===== config.mk =====
export PLATFORM = sky130hd
export DESIGN_NAME = dco_tune_sequencer
export DESIGN_NICKNAME = d
export VERILOG_FILES = /design/src/rtl/adpll_pkg.sv /design/src/rtl/dco_settle_timer.sv /design/src/rtl/dco_tune_sequencer.sv
export SDC_FILE = /design/constraint.sdc
export NUM_CORES = 1
export LEC_CHECK = 0
export CORE_UTILIZATION = 62
export DETAILED_ROUTE_END_ITERATION = 8
export PLACE_DENSITY = 0.92
export SETUP_SLACK_MARGIN = 0.4
export SLEW_MARGIN = 5
export SYNTH_ARGS = -nofsm -noshare
export SYNTH_HDL_FRONTEND = slang
export SYNTH_SLANG_ARGS = --single-unit

===== constraint.sdc =====
create_clock -name clk -period 7.35 [get_ports clk]
set_input_delay 1.8375 -clock clk [delete_from_list [all_inputs] [get_ports clk]]
set_output_delay 1.8375 -clock clk [all_outputs]
set_load 0.05 [all_outputs]

===== src/rtl/adpll_pkg.sv =====
// Shared ADPLL loop-filter types and helpers: sequencer state encoding and
// thermometer-code generation for the delay-group control word.
package adpll_pkg;

  typedef enum logic [1:0] {
    IDLE,
    SETTLE,
    TRACK
  } state_t;

  localparam int unsigned NUM_CONT_DEF = 2;
  localparam int unsigned LVL_W        = $clog2(NUM_CONT_DEF + 1);
  localparam int unsigned THERM_MAX    = 32;

  // Bit i is set when i < lvl; callers narrow the result to their group count.
  function automatic logic [THERM_MAX-1:0] therm(input int unsigned lvl,
                                                 input int unsigned num_cont);
    logic [THERM_MAX-1:0] t;
    t = '0;
    for (int unsigned i = 0; i < THERM_MAX; i++) begin
      if ((i < num_cont) && (i < lvl)) t[i] = 1'b1;
    end
    return t;
  endfunction

endpackage


===== src/rtl/dco_settle_timer.sv =====
// Post-step settle timer: load clears the count, count advances it, and done
// flags the last of SETTLE_CYCLES counted cycles.
module dco_settle_timer
  import adpll_pkg::*;
#(
  parameter int unsigned SETTLE_CYCLES = 16
) (
  input  logic clk,
  input  logic rst_n,
  input  logic load,
  input  logic count,
  output logic done
);

  localparam int unsigned CW = (SETTLE_CYCLES > 1) ? $clog2(SETTLE_CYCLES) : 1;

  logic [CW-1:0] cnt;

  always_ff @(posedge clk or negedge rst_n) begin
    if (!rst_n) begin
      cnt <= '0;
    end else if (load) begin
      cnt <= '0;
    end else if (count && !done) begin
      cnt <= cnt + CW'(1);
    end
  end

  assign done = (cnt == CW'(SETTLE_CYCLES - 1));

endmodule


===== src/rtl/dco_tune_sequencer.sv =====
// ADPLL DCO loop-filter sequencer: integrates bang-bang PD decisions and steps a
// thermometer-coded delay control word one level at a time with settle waits.
module dco_tune_sequencer
  import adpll_pkg::*;
#(
  parameter int unsigned NUM_CONT      = 2,
  parameter int unsigned INIT_LEVEL    = 1,
  parameter int unsigned ACC_W         = 6,
  parameter int unsigned ACC_THRESH    = 8,
  parameter int unsigned SETTLE_CYCLES = 16,
  parameter int unsigned LOCK_COUNT    = 32
) (
  input  logic                            clk,
  input  logic                            rst_n,
  input  logic                            enable,
  input  logic                            pd_up,
  input  logic                            pd_dn,
  output logic [NUM_CONT-1:0]             lf_out,
  output logic [$clog2(NUM_CONT+1)-1:0]   level,
  output logic                            locked,
  output logic                            sat_hi,
  output logic                            sat_lo
);

  localparam int unsigned LW  = $clog2(NUM_CONT + 1);
  localparam int unsigned LCW = $clog2(LOCK_COUNT + 1);
  localparam logic signed [ACC_W-1:0] THR_P = ACC_W'(ACC_THRESH);
  localparam logic signed [ACC_W-1:0] THR_N = -THR_P;

  state_t                   state, state_d;
  logic signed [ACC_W-1:0]  acc, acc_d, nxt, delta;
  logic [LCW-1:0]           lock_cnt, lock_cnt_d;
  logic                     locked_d;
  logic [LW-1:0]            level_d;
  logic [NUM_CONT-1:0]      lf_d;
  logic                     up_req, dn_req, step_up, step_dn;
  logic                     tmr_load, tmr_count, tmr_done;

  dco_settle_timer #(
    .SETTLE_CYCLES(SETTLE_CYCLES)
  ) u_settle (
    .clk  (clk),
    .rst_n(rst_n),
    .load (tmr_load),
    .count(tmr_count),
    .done (tmr_done)
  );

  // |acc| stays below ACC_THRESH, so acc+delta always fits in ACC_W bits.
  always_comb begin
    delta = '0;
    if (pd_up && !pd_dn)      delta = ACC_W'(1);
    else if (pd_dn && !pd_up) delta = '1;
    nxt     = acc + delta;
    up_req  = (nxt >= THR_P);
    dn_req  = (nxt <= THR_N);
    step_up = up_req && (level < LW'(NUM_CONT));
    step_dn = dn_req && (level != '0);
  end

  always_ff @(posedge clk or negedge rst_n) begin
    if (!rst_n) begin
      state <= IDLE;
    end else begin
      state <= state_d;
    end
  end

  always_comb begin
    state_d = state;
    if (!enable) begin
      state_d = IDLE;
    end else begin
      unique case (state)
        IDLE:    state_d = SETTLE;
        SETTLE:  if (tmr_done) state_d = TRACK;
        TRACK:   if (step_up || step_dn) state_d = SETTLE;
        default: state_d = IDLE;
      endcase
    end
  end

  always_comb begin
    acc_d      = acc;
    lock_cnt_d = lock_cnt;
    locked_d   = locked;
    level_d    = level;
    tmr_load   = 1'b0;
    tmr_count  = 1'b0;
    if (!enable) begin
      acc_d      = '0;
      lock_cnt_d = '0;
      locked_d   = 1'b0;
    end else begin
      unique case (state)
        IDLE: begin
          acc_d      = '0;
          lock_cnt_d = '0;
          locked_d   = 1'b0;
          level_d    = LW'(INIT_LEVEL);
          tmr_load   = 1'b1;
        end
        SETTLE: begin
          tmr_count = 1'b1;
          if (tmr_done) acc_d = '0;
        end
        TRACK: begin
          if (up_req || dn_req) begin
            // Rail requests clear the integrator like a step but skip the settle.
            acc_d      = '0;
            lock_cnt_d = '0;
            locked_d   = 1'b0;
            if (step_up)      level_d = level + LW'(1);
            else if (step_dn) level_d = level - LW'(1);
            tmr_load = step_up || step_dn;
          end else begin
            acc_d      = nxt;
            lock_cnt_d = (lock_cnt == LCW'(LOCK_COUNT)) ? lock_cnt : lock_cnt + LCW'(1);
            locked_d   = (lock_cnt_d == LCW'(LOCK_COUNT));
          end
        end
        default: ;
      endcase
    end
    lf_d = NUM_CONT'(therm(32'(level_d), NUM_CONT));
  end

  always_ff @(posedge clk or negedge rst_n) begin
    if (!rst_n) begin
      acc      <= '0;
      lock_cnt <= '0;
      locked   <= 1'b0;
      level    <= LW'(INIT_LEVEL);
      lf_out   <= NUM_CONT'(therm(INIT_LEVEL, NUM_CONT));
    end else begin
      acc      <= acc_d;
      lock_cnt <= lock_cnt_d;
      locked   <= locked_d;
      level    <= level_d;
      lf_out   <= lf_d;
    end
  end

  assign sat_hi = (level == LW'(NUM_CONT));
  assign sat_lo = (level == '0);

endmodule


# Word-level counts from Yosys, hierarchy flattened
# Cells that the tools add are included.
totals:
  latchBits: 0
  memories: 0
  mem_bits_rw: 0
  ff_bits: 23
  output_inout_bits: 7
  romBits: 0
  inputBits: 5
classes:
  n_eq_ne: 10
  magnitude_cmp: 5
  mux: 31
  div: 0
  bitwise: 0
  n_addsub: 5
  multipliers: 0
  n_reduce_logical: 16
  shift: 0
ops:
  columns: ["cell", "n"]
  rows:
  - ["$mux W6", 8]
  - ["$pmux W6 S3", 1]
  - ["$mux W2", 7]
  - ["$eq A6 B6 Y1 const B", 2]
  - ["$pmux W6 S2", 1]
  - ["$mux W1", 8]
  - ["$mux W4", 2]
  - ["$add A6 B1 Y6 const B", 1]
  - ["$add A6 B6 Y6", 1]
  - ["$ge A6 B5 Y1 const B", 1]
  - ["$le A6 B4 Y1 const B", 1]
  - ["$pmux W2 S3", 1]
  - ["$logic_and A1 B1 Y1", 5]
  - ["$add A4 B1 Y4 const B", 1]
  - ["$eq A2 B2 Y1 const B", 2]
  - ["$eq A4 B4 Y1 const B", 1]
  - ["$logic_not A2 Y1", 2]
  - ["$lt A1 B2 Y1 const A", 2]
  - ["$ne A4 B1 Y1 const B", 1]
  - ["$pmux W1 S2", 2]
  - ["$pmux W2 S2", 1]
  - ["$reduce_and A2 Y1", 2]
  - ["$reduce_bool A2 Y1", 2]
  - ["$logic_not A1 Y1", 3]
  - ["other kinds (8)", 9]

# Logic depth before layout (Yosys ltp)
depth:
  ltp_word: 14
  mapped_depth: 13

# Modules after synthesis
# Synthesis repeated with hierarchy kept, for this count alone.
unflattened:
  cells_unflattened: 169
  area_unflattened_um2: 1570.3
modules_own_cells:
  columns: ["mod", "area_per_inst_um2", "n_inst", "seq_area_each_um2", "cells_per_inst"]
  rows:
  - ["dco_tune_sequencer", 1341.3, 1, 452.9, 149]
  - ["dco_settle_timer", 229.0, 1, 100.1, 20]

# Worst setup path after synthesis
# Ideal clock, no wire load.
synth_timing:
  kind: "input -> register"
  start: "input pd_up"
  end: "register state[0]"
  arrival_ps: 4047
  cell_stages: 12
  required_time_ps: 7226
  slack_ps: 3178
  path_cell_list: "inv_1 > ha_1 > buf_2 > xor2_1 > ha_1 > nand4bb_1 > nand4_1 > xnor2_1 > nand4_2 > a32oi_4 > a21oi_2 > or2_1"
synth_via:
  elab_chain_len: 10
synth_rtl:
  columns: ["element", "line_no", "rtl"]
  rows:
  - ["start, declared", "dco_tune_sequencer.sv:16", "input logic pd_up,"]
  - ["$logic_not A1 Y1", "dco_tune_sequencer.sv:53", "else if (pd_dn && !pd_up) delta = '1;"]
  - ["$logic_and A1 B1 Y1", "dco_tune_sequencer.sv:53", null]
  - ["$mux W6", "dco_tune_sequencer.sv:53", null]
  - ["$mux W6 (*)", "dco_tune_sequencer.sv:52", "if (pd_up && !pd_dn) delta = ACC_W'(1);"]
  - ["$add A6 B6 Y6 (*)", "dco_tune_sequencer.sv:54", "nxt = acc + delta;"]
  - ["$ge A6 B5 Y1 or $le A6 B4 Y1 (tied branches)", "dco_tune_sequencer.sv:55, dco_tune_sequencer.sv:56", null]
  - ["$logic_and A1 B1 Y1, on equally long branches", "dco_tune_sequencer.sv:57, dco_tune_sequencer.sv:58", null]
  - ["$logic_or A1 B1 Y1 (*)", "dco_tune_sequencer.sv:77", "TRACK: if (step_up || step_dn) state_d = SETTLE;"]
  - ["$ne A3 B3 Y1 (no source line) (*)", null, null]
  - ["$reduce_and A2 Y1 (no source line) (*)", null, null]
  - ["end signal, assigned", "dco_tune_sequencer.sv:65", "state <= state_d;"]
  - ["end, declared", "dco_tune_sequencer.sv:30", "state_t state, state_d;"]
# Mark *: on every way between the ends. The rest lies on a longest branch, timed or not.
# A chain may end at the register's enable or synchronous reset.

# Worst setup path in the final report
layout_timing:
  start: "input pd_up"
  end: "register acc[2]"
layout_via:
  elab_chain_len: 10
layout_rtl:
  columns: ["element", "line_no", "rtl"]
  rows:
  - ["$logic_not A1 Y1", "dco_tune_sequencer.sv:53", null]
  - ["$logic_and A1 B1 Y1", "dco_tune_sequencer.sv:53", null]
  - ["$mux W6", "dco_tune_sequencer.sv:53", null]
  - ["$mux W6 (*)", "dco_tune_sequencer.sv:52", null]
  - ["$add A6 B6 Y6 (*)", "dco_tune_sequencer.sv:54", null]
  - ["$ge A6 B5 Y1 or $le A6 B4 Y1 (tied branches)", "dco_tune_sequencer.sv:55, dco_tune_sequencer.sv:56", null]
  - ["$logic_or A1 B1 Y1", "dco_tune_sequencer.sv:108", "if (up_req || dn_req) begin"]
  - ["$mux W6 (*)", "dco_tune_sequencer.sv:108", null]
  - ["$pmux W6 S3 (*)", "dco_tune_sequencer.sv:95", "unique case (state)"]
  - ["$mux W6 (*)", "dco_tune_sequencer.sv:90", "if (!enable) begin"]
  - ["end signal, assigned", "dco_tune_sequencer.sv:130", "acc <= '0;"]
  - ["end signal, assigned", "dco_tune_sequencer.sv:136", "acc <= acc_d;"]
  - ["end, declared", "dco_tune_sequencer.sv:31", "logic signed [ACC_W-1:0] acc, acc_d, nxt, delta;"]
# Marks and branches as above.

==> flow_summary_export.csv <==
group,metric,value,unit
timing,rsz0062_at_grt,"false",
pwr,ir_drop,0.169,mV
finish,drive_gt1_share,8.88,%
drt,antenna_left,0,
global_routing,grt_pass1_wl,5690,µm
synth,synth-edff-count,0,
timing,skew,0.0146,ns
timing,whs,0.518,ns
critical_path,critPathMaxStageDelay,0.48,ns
timing,post-route-period-util,63.7,%
synth,synth.yosys.seq_area_share,35.7,%
critical_path,arrival,4.95,ns
critical_path,cp_max_fo,11,
pwr,p_sw,0.0644,mW
clocking,cts_tree,"built",
synth,synth_seq_cells,22,
synth,synth_compound_area_share,19.5,%
synth,synth-simple-area-share,25.0,%
finish,nets,184,
critical_path,start_kind,"input pin",
timing,fin_crit,4.69,ns
drt,wl,3380,µm
min_path,hp-class,"flop to flop",
timing,tightest_slew,0.956,ns
finish,fin_util,73.8,%
clocking,clock-sinks,22,
placed_design,place_ws,2.38,ns
pwr,cellPowerDensity,141,mW/mm²
global_routing,antenna_found_initial,0,
synth,synth_top_family_by_area,"simple AND/OR/NAND/NOR gates",
critical_path,crit_type,"input pin to flop",
job,cap_violations,0,
die,fp.dieH,52.0,µm
global_routing,overflow,0,
drt,routedWlPerCell,17.1,µm
drt,drc,0,
synth,async_flop_share,100,%
finish,mostFrequentLayoutCell,"dfrtp_1",
critical_path,path_common_cell,"ha_1",
drt,route.vias.total,1309,
drt,drtIter0Drc,65,
pwr,internal-power,0.172,mW
global_routing,grt_max_degree,23,
clocking,htreeDepth,1,
synth,syn_inst,163,
critical_path,cpMaxStageDelayCell,"xnor2_1",
placed_design,dpl.hpwl,2350,µm
pwr,p_sw_share,27.2,%
placed_design,placement.io_buffers,11,
placed_design,place_congestion,0.922,
timing,postLayoutSetupSlackWorst,2.66,ns
synth,synth_xor_xnor_area_share,3.96,%
critical_path,critPathCaptureType,"flop",
clocking,root_buffer,"clkbuf_4",
synth,synth-main-ff-cell,"dfrtp_1",
clocking,postCtsSetupBuffers,0,
synth,netlist_area,0.00155,mm²
die,core-area,0.00228,mm²
clocking,cts_resized,0,
synth,ys_types,54,
clocking,clkSlewWorstSetupHoldPaths,0.13,ns
die,rows,17,
finish,final_cell_mix,"dfrtp_1 (20), nand2_1 (13), clkdlybuf4s50_1 (11)",
synth,synth_warnings,0,
clocking,clk_latency,0.32,ns
pwr,pwr-share-comb,15.7,%
synth,synthAdderAreaFrac,7.28,%
finish,diodes,0,
die,start_util,68.0,%
pwr,p_leak,0.712,nW
synth,synth_mux_area_share,3.40,%
timing,fmax,213,MHz
synth,synth_nets,177,
global_routing,track_usage,28.5,%
timing,setup_viol,0,
clocking,clock_path_buffers,2,
synth,avgSynthCellArea,9.50,µm²
die,dieArea,0.00270,mm²
die,die_w,52.0,µm
global_routing,grt_pass1_vias,1263,
finish,area_delta_synth_final,8.49,%
die,ios,12,
pwr,seq_power_share,55.4,%
critical_path,cp_cell_sequence,"clkdlybuf4s50_1, inv_1, ha_1, xor2_1, ha_1, nand4bb_1, nand4_1, xnor2_1, nand4_2, mux2i_4, and2b_1, a22o_1",
timing,fin_tns_setup,0,ns
pwr,p_clk_share,28.9,%
critical_path,critPathRequiredTime,7.62,ns
clocking,hold_buffers,0,
timing,hold_violations,0,
drt,vias_per_cell,6.64,
timing,maxSlewHeadroom,36.1,%
drt,drtPass1Iterations,4,
clocking,cts_inserted_buffers,3,
timing,drv_slew,0,
outcome,outcome,"finished, final reports clean",
==> routing by layer <==
layer  routed length, µm  vias to the layer above  share of wire [%]  track usage, %
li1                    -                      610                  -               -
met1                1470                      638                 44            36.2
met2                1650                       54                 49            48.7
met3                 210                        7                6.2            5.26
met4                  46                        0                1.4            8.11
met5                   0                        -                  0               0
==> cell usage after synthesis, drive strengths merged (4+ instances only) <==
cell / number / share of area [%]
nand3b: 5 / 2.4
o21ai: 9 / 2.9
a21oi: 4 / 1.5
ha: 9 / 7.3
clkbuf: 5 / 1.2
nor3: 5 / 1.6
nor2: 8 / 1.9
inv: 8 / 1.9
nand2: 13 / 3.2
buf: 4 / 2.0
dfrtp: 20 / 32
mux2i: 4 / 3.4
nand3: 7 / 2.3
a22oi: 4 / 1.9
nor2b: 4 / 2.1
xnor2: 4 / 2.3
a22o: 7 / 4.0
nand4: 4 / 2.0
==> metrics by stage <==
step	power (mW)	cells	area (µm²)
finish	0.237	197	1680
floorplan	0.160	163	1550
global route	0.246	197	1680
global placement	0.168	193	1640
detailed placement	0.170	193	1640
CTS	0.237	197	1680
==> flip-flops by register name, summed over array words and instances (netlist names) <==
name / count
acc: 6
state: 2
lock_cnt: 6
level: 2
u_settle.cnt: 4
locked: 1
lf_out: 1
==> path summary, 6_finish.rpt <==
kind	from	to	slack, ns	depth (start not counted)
worst max-delay path	pd_up	acc[2]	2.66	12
worst min register to register	locked	locked	0.52	2
worst max register to register	acc[1]	acc[2]	4.56	9
worst min-delay path	locked	locked	0.52	2
max in group asynchronous	rst_n	u_settle.cnt[0]	4.73	1
min in group asynchronous	rst_n	acc[1]	2.03	1
==> cell type report <==
type	count	area, µm²
inverter	8	30.0
sequential	22	553
fill	136	597
multi-input combinational	124	915
timing repair buffer	11	110
tap	28	35.0
clock buffer	4	36.3
==> power groups by stage <==
stage	Combinational [mW]	Sequential (mW)	Clock (mW)
6_report	0.0373	0.131	0.0685
5_1_grt	0.0418	0.132	0.0728
4_1_cts	0.0374	0.131	0.0684
3_5_place_dp	0.0369	0.133	0
3_3_place_gp	0.0350	0.133	0
2_1_floorplan	0.0278	0.132	0
==> worst max-delay path, delay by kind of cell <==
family                     cells  cell delay (ns)
adders and majority gates      2             0.59
buffers and inverters          2             0.52
muxes                          1             0.30
xor gates and xnor gates       2             0.70
and+or+nand+nor                4             0.81
AOI/OAI and AO/OA              1             0.20
==> cells by family (layout without fill, tap and decap cells) <==
group                    Yosys count  in the layout
AND/OR/NAND/NOR                   65             65
multiplexers                       4              4
AO/OA/AOI/OAI                     39             39
buffers and inverters             17             23
XOR/XNOR                           7              7
adder cells (fa/ha/maj)            9              9
flip-flops                        22             22
No activity file was read; power rests on OpenSTA's default activity.
